### src/rtl/output_port_scheduler.sv
// Output-port wormhole scheduler for one NoC router output.
// Round-robin arbitration among the input buffers, a lock held from head flit
// to tail flit, and a downstream credit counter that gates every flit sent.
module output_port_scheduler #(
    parameter int NUM_INPUTS        = 5,
    parameter int FLIT_BUFFER_DEPTH = 2,
    parameter int CREDIT_WIDTH      = $clog2(FLIT_BUFFER_DEPTH + 1),
    parameter int IDX_WIDTH         = $clog2(NUM_INPUTS)
) (
    input  logic                    clk,
    input  logic                    rst_n,
    input  logic [NUM_INPUTS-1:0]   req,
    input  logic [NUM_INPUTS-1:0]   req_is_tail,
    input  logic [NUM_INPUTS-1:0]   disable_turns,
    input  logic                    credit_in,
    output logic [NUM_INPUTS-1:0]   grant,
    output logic                    send_out,
    output logic                    locked,
    output logic [IDX_WIDTH-1:0]    owner,
    output logic [CREDIT_WIDTH-1:0] credits,
    output logic                    credit_overflow
);

    typedef enum logic [0:0] {
        IDLE   = 1'b0,
        LOCKED = 1'b1
    } state_t;

    localparam logic [CREDIT_WIDTH-1:0] MAX_CREDITS = CREDIT_WIDTH'(FLIT_BUFFER_DEPTH);
    localparam logic [IDX_WIDTH-1:0]    LAST_IDX    = IDX_WIDTH'(NUM_INPUTS - 1);

    state_t                  state_q, state_d;
    logic [IDX_WIDTH-1:0]    owner_q, owner_d;
    logic [IDX_WIDTH-1:0]    rr_ptr_q, rr_ptr_d;
    logic [CREDIT_WIDTH-1:0] credits_q, credits_d;
    logic                    overflow_q, overflow_d;

    logic [NUM_INPUTS-1:0]   elig;
    logic [NUM_INPUTS-1:0]   grant_int;
    logic                    found;
    logic [IDX_WIDTH-1:0]    winner;
    logic [IDX_WIDTH-1:0]    cand;
    logic                    credit_ok;
    logic                    send;

    // Modulo-NUM_INPUTS increment of an input index.
    function automatic logic [IDX_WIDTH-1:0] next_idx(input logic [IDX_WIDTH-1:0] p);
        next_idx = (p == LAST_IDX) ? '0 : p + IDX_WIDTH'(1);
    endfunction

    // A request masked by the turn table can never win this output.
    generate
        for (genvar gi = 0; gi < NUM_INPUTS; gi++) begin : g_elig
            assign elig[gi] = req[gi] & ~disable_turns[gi];
        end
    endgenerate

    // Round-robin search: first eligible input starting at rr_ptr, wrapping.
    always_comb begin
        found  = 1'b0;
        winner = '0;
        cand   = rr_ptr_q;
        for (int k = 0; k < NUM_INPUTS; k++) begin
            if (!found && elig[cand]) begin
                found  = 1'b1;
                winner = cand;
            end
            cand = next_idx(cand);
        end
    end

    // Lock FSM: grant selection, lock/unlock and pointer advance on tail.
    always_comb begin
        state_d   = state_q;
        owner_d   = owner_q;
        rr_ptr_d  = rr_ptr_q;
        grant_int = '0;
        credit_ok = (credits_q != '0);
        case (state_q)
            IDLE: begin
                if (rst_n && credit_ok && found) begin
                    grant_int[winner] = 1'b1;
                    if (req_is_tail[winner]) begin
                        rr_ptr_d = next_idx(winner);
                    end else begin
                        state_d = LOCKED;
                        owner_d = winner;
                    end
                end
            end
            LOCKED: begin
                // Only the owner may move; anything else waits for the tail.
                if (rst_n && credit_ok && elig[owner_q]) begin
                    grant_int[owner_q] = 1'b1;
                    if (req_is_tail[owner_q]) begin
                        state_d  = IDLE;
                        rr_ptr_d = next_idx(owner_q);
                    end
                end
            end
            default: state_d = IDLE;
        endcase
    end

    assign send = |grant_int;

    // Credit bookkeeping; a returned credit only becomes spendable next cycle.
    always_comb begin
        credits_d  = credits_q;
        overflow_d = overflow_q;
        case ({send, credit_in})
            2'b10: credits_d = credits_q - CREDIT_WIDTH'(1);
            2'b01: begin
                if (credits_q == MAX_CREDITS) begin
                    overflow_d = 1'b1;
                end else begin
                    credits_d = credits_q + CREDIT_WIDTH'(1);
                end
            end
            default: credits_d = credits_q;
        endcase
    end

    // State registers with synchronous active-low reset.
    always_ff @(posedge clk) begin
        if (!rst_n) begin
            state_q    <= IDLE;
            owner_q    <= '0;
            rr_ptr_q   <= '0;
            credits_q  <= MAX_CREDITS;
            overflow_q <= 1'b0;
        end else begin
            state_q    <= state_d;
            owner_q    <= owner_d;
            rr_ptr_q   <= rr_ptr_d;
            credits_q  <= credits_d;
            overflow_q <= overflow_d;
        end
    end

    assign grant           = grant_int;
    assign send_out        = send;
    assign locked          = (state_q == LOCKED);
    assign owner           = owner_q;
    assign credits         = credits_q;
    assign credit_overflow = overflow_q;

endmodule

### config.mk
export PLATFORM = sky130hd
export DESIGN_NAME = output_port_scheduler
export DESIGN_NICKNAME = d
export VERILOG_FILES = /design/src/rtl/output_port_scheduler.sv
export SDC_FILE = /design/constraint.sdc
export NUM_CORES = 1
export LEC_CHECK = 0
export CAP_MARGIN = 20
export CORE_UTILIZATION = 55
export DETAILED_ROUTE_END_ITERATION = 8
export PLACE_DENSITY = 0.83
export SLEW_MARGIN = 5
export SYNTH_ARGS = -nofsm -noshare
export SYNTH_HDL_FRONTEND = slang
export SYNTH_SLANG_ARGS = --single-unit
### constraint.sdc
create_clock -name clk -period 17.7 [get_ports clk]
set_input_delay 5.31 -clock clk [delete_from_list [all_inputs] [get_ports clk]]
set_output_delay 5.31 -clock clk [all_outputs]
set_load 0.02 [all_outputs]
# Word-level counts from Yosys, hierarchy flattened
# Cells that the tools add are included.
# totals
regBits	10
out_inout_bits	13
# op_classes
addsub	8
magnitude_cmp	9
eq_ne	14
mux	51
bitwise	12
reduce_logical	20
# ops
operator	count
$mux W3	15
$lt A3 B4 Y1 const B	7
$bmux W1 S3	8
$mux W1	19
$add A3 B1 Y3 const B	6
$eq A3 B3 Y1 const B	6
$mux W5	2
$pmux W5 S2	1
$logic_and A1 B1 Y1	9
$not A1 Y1	7
$demux W1 S3	2
$ge A3 B1 Y1 const B	2
$ne A2 B2 Y1 const B	3
$pmux W3 S2	1
$and A1 B1 Y1	5
$reduce_or A5 Y1	1
$eq A2 B2 Y1 const B	2
$logic_not A1 Y1	4
$ne A2 B1 Y1 const B	2
$pmux W2 S2	1
$reduce_and A2 Y1	2
$reduce_and A4 Y1	1
$reduce_bool A2 Y1	2
$reduce_and A3 Y1	1
other kinds (5)	5

# Depth between registers and ports, before layout
# depth
word_depth	27
mapped_depth	21
ltp_nobuf	20

# Worst setup path before layout
# No wires, ideal clock.
# synth_timing
path_type	input -> output
from	input disable_turns[2]
to	output send_out
t_arrival_ps	7832
slack_ps	4558
stages	10
path_buffers	1
cell_sequence	nand2b_1 > mux4_2 > nor2_1 > o211ai_1 > o22ai_1 > nand2_1 > a211o_1 > o21ai_0 > or3_1 > buf_2
# synth_between
elab_chain_cells	24
# synth_rtl
item	line	rtl
start: declaration	14	input logic [NUM_INPUTS-1:0] disable_turns,
$not A1 Y1 (*)	54	assign elig[gi] = req[gi] & ~disable_turns[gi];
$and A1 B1 Y1 (*)	54	
$bmux W1 S3	64	if (!found && elig[cand]) begin
$mux W1 (not written as such)	64	
$mux W1	64	
$logic_not A1 Y1	64	
$logic_and A1 B1 Y1	64	
$mux W1	64	
[... 9 more ...]	-	
$lt A3 B4 Y1 (not written as such) or $ge A3 B1 Y1 (tied branches)	82	grant_int[winner] = 1'b1;
$logic_and A1 B1 Y1 (not written as such)	82	
$mux W1 (not written as such)	82	
$demux W1 S3	82	
$mux W5	81	if (rst_n && credit_ok && found) begin
$pmux W5 S2 (*)	79	case (state_q)
via grant[2]	16	output logic [NUM_INPUTS-1:0] grant,
$reduce_or A5 Y1 (*)	105	assign send = |grant_int;
end: declaration	17	output logic send_out,
# The timed path passes the listed nets; every way through them passes the cells marked *. The select of a mux whose other input is x is not followed.

# Worst setup path in the final report
# layout_timing
from	input disable_turns[1]
to	output send_out
# layout_between
elab_chain_cells	24
# layout_rtl
item	line
$not A1 Y1 (*)	54
$and A1 B1 Y1 (*)	54
$bmux W1 S3	64
$mux W1 (not written as such)	64
$mux W1	64
$logic_not A1 Y1	64
$logic_and A1 B1 Y1	64
$mux W1	64
[... 8 more ...]	-
$mux W3	64
$lt A3 B4 Y1 (not written as such) or $ge A3 B1 Y1 (tied branches)	82
$logic_and A1 B1 Y1 (not written as such)	82
$mux W1 (not written as such)	82
$demux W1 S3	82
$mux W5	81
$pmux W5 S2 (*)	79
$reduce_or A5 Y1 (*)	105
# Every way passes the cells marked *; elsewhere a longest branch is shown, timed or not. The select of a mux whose other input is x is not followed.

==> impl_metrics.toml <==
[run_status]
status = "completed"

[floorplan]
core.rowCount = 20
ios = 31
die_height_microns = 58.9
start_util = 0.582
design.die.area_sq_mm = 0.00346
core_area_sq_mm = 0.00305
die_w_microns = 58.9

[clock_tree]
post-cts-setup-buffer-count = 0
register_clock_pin_slew_on_the_reported_worst_setup_and_hold_paths_ps = 60
cts_max_path_buffers = 2
post_cts_hold_buffer_count = 0
cts_resized = 0
root_buffer = "sky130_fd_sc_hd__clkbuf_4"
clock_tree_from_tritoncts = "yes"
worstSkewPairLatency_ps = 250
clkSinkCount = 10
cts_buffers = 3
htree_num_levels = 1

[placement]
port_buffers = 30
preCtsSetupSlack_ps = 3500
detail_placement_hpwl_microns = 3940
gp_congestion = 1.09

[drt]
routedWlPerCell_microns = 15.9
wirelength_microns = 4900
route.detailed.vias_per_inst = 6.50
number_of_drc_violations_after_detailed_routing_iteration_0 = 215
detailedRoute.firstPassIterationCount = 5
number_of_vias_in_the_routed_layout = 2008
drc = 0
ant_nets = 0

[yosys]
postSynth.asyncResetShare = 0
synthFlopType = "sky130_fd_sc_hd__dfxtp_1"
synthesis.nets = 268
synth_register_bits = 10
synth-edff-count = 0
post_synth_num_cell_types = 69
syn_area_sq_mm = 0.00178
average_size_of_a_mapped_cell_sq_um = 7.44
post_synth_inst_count = 239
ys.warnings.count = 0
yosysSeqAreaShare = 0.113

[setup_path]
timing.critical_path.mode_cell = "sky130_fd_sc_hd__clkdlybuf4s50_1"
critPathMaxStageDelay_ps = 580
crit_path_max_fanout = 6
worstPathCellList = "clkdlybuf4s50_1 > nand2b_1 > mux4_2 > nor2_1 > or3b_1 > o32ai_1 > a41oi_1 > a311o_1 > or3_1 > clkdlybuf4s50_1"
critPathSlowestCell = "sky130_fd_sc_hd__clkdlybuf4s50_1"
critPathLaunchType = "input port"
setup.worst_path.class = "input port to primary output"
worst_ep_arrival_time_ps = 8980
timing.critical_path.required_ps = 12390
critical_path.endpoint_type = "primary output"

[grt]
grt_max_degree = 18
grt.total_usage = 0.300
grt_most_used_layer = "met2"
gr-total-overflow = 0
global_route.usage.met1 = 0.406
grt_pass1_vias = 1810
grt_pass1_wl_microns = 8020
met3_resource_use_gr = 0.0462
number_of_antenna_violations_at_the_first_check_in_global_routing = 0
grt.met2_usage = 0.481

[sta]
tightest_slew_ps = 704
fmax_mhz = 70.0
report.final.hold_viol_count = 0
final_min_period_over_clock_period = 0.807
timing.setup.tns_ps = 0
unrepaired_setup_endpoints_after_global_routing = "no"
timing.final.ws_setup_ps = 3410
max_slew_margin = 0.526
finalCriticalPeriod_ps = 14290
finalSetupViolCount = 0
worst_clock_skew_ps = 2.32
final-max-slew-violation-count = 0

[final_layout]
final.fill_count = 266
drive_above_1_share = 0.0868
final_common_cell = "sky130_fd_sc_hd__clkdlybuf4s50_1"
final_core_utilization = 0.693
final_nets = 296
areaGrowthSynthToFinish_pct = 19.1
mostFrequentLayoutCells = "sky130_fd_sc_hd__clkdlybuf4s50_1 (30), sky130_fd_sc_hd__nor2_1 (22), sky130_fd_sc_hd__o21ai_0 (16), sky130_fd_sc_hd__nand2_1 (16), sky130_fd_sc_hd__inv_1 (15)"
n_antenna_cell = 0

[run]
cap_viol_max_count = 0

[min_path]
worst_min_path_class = "flip-flop to flip-flop"
==> kinds of logic (layout without fill, tap and decap cells) <==
family / count (synthesis) / in the layout / share of synthesized area
compound gates: 81 / 81 / 0.340
flops: 10 / 10 / 0.113
buf+inv: 23 / 49 / 0.0556
fa+ha+maj: 11 / 11 / 0.0774
mux: 15 / 15 / 0.0929
simple gates: 99 / 99 / 0.322
==> synth_stat cells, types with 4 or more instances <==
master,number,area [sq um]
sky130_fd_sc_hd__o211ai_1,6,45.0
sky130_fd_sc_hd__a211oi_1,8,60.1
sky130_fd_sc_hd__inv_1,15,56.3
sky130_fd_sc_hd__mux2i_1,12,120
sky130_fd_sc_hd__nand4_1,5,31.3
sky130_fd_sc_hd__dfxtp_1,10,200
sky130_fd_sc_hd__nand2b_1,9,56.3
sky130_fd_sc_hd__nor3_1,5,25.0
sky130_fd_sc_hd__nand3_1,9,45.0
sky130_fd_sc_hd__a21oi_1,10,50.1
sky130_fd_sc_hd__o21ai_0,16,80.1
sky130_fd_sc_hd__nor2_1,22,82.6
sky130_fd_sc_hd__ha_1,11,138
sky130_fd_sc_hd__nand2_1,16,60.1
sky130_fd_sc_hd__nand3b_1,4,30.0
sky130_fd_sc_hd__nor2b_1,7,43.8
==> metal layers <==
layer  up-vias  share of wire
met2       100           0.45
met4         0          0.014
met5         -              0
met1       923           0.45
li1        977              -
met3         8          0.077
==> layout make-up <==
| type | count | area (sq um) | area share |
|---|---|---|---|
| multi-input combinational | 206 | 1480 | 0.699 |
| timing repair buffer | 30 | 300 | 0.142 |
| sequential | 10 | 200 | 0.0946 |
| inverter | 16 | 60.1 | 0.0284 |
| tap | 44 | 55.1 | 0.0260 |
| clock buffer | 3 | 22.5 | 0.0106 |
==> worst max-delay path, delay by kind of cell <==
kind            cells  cell delay, ps
mux                 1             270
compound gates      3            1140
simple gates        4            1190
buf+inv             2            1070
==> sequential cells by signal (all words and copies together) (netlist names) <==
signal           count
credit_overflow      1
credits              2
locked               1
rr_ptr_q             3
owner                3
==> per-stage QoR <==
step	instance area, sq um	hold slack, ps	cells
2_1_floorplan	1780	520	239
3_3_place_gp	2090	453	306
3_5_place_dp	2090	460	306
4_1_cts	2120	478	309
5_1_grt	2120	516	309
6_report	2120	474	309
==> worst paths after layout <==
check,slack (ps),start,cells past startpoint,end
max reg2reg,11900,rr_ptr_q[0],18,rr_ptr_q[2]
min reg2reg,470,credit_overflow,1,credit_overflow
min,470,credit_overflow,1,credit_overflow
max,3410,disable_turns[1],10,send_out
Power is left out: the tool's default activity adds up to more than one toggle a clock period on the data nets, which glitch-free logic cannot reach.
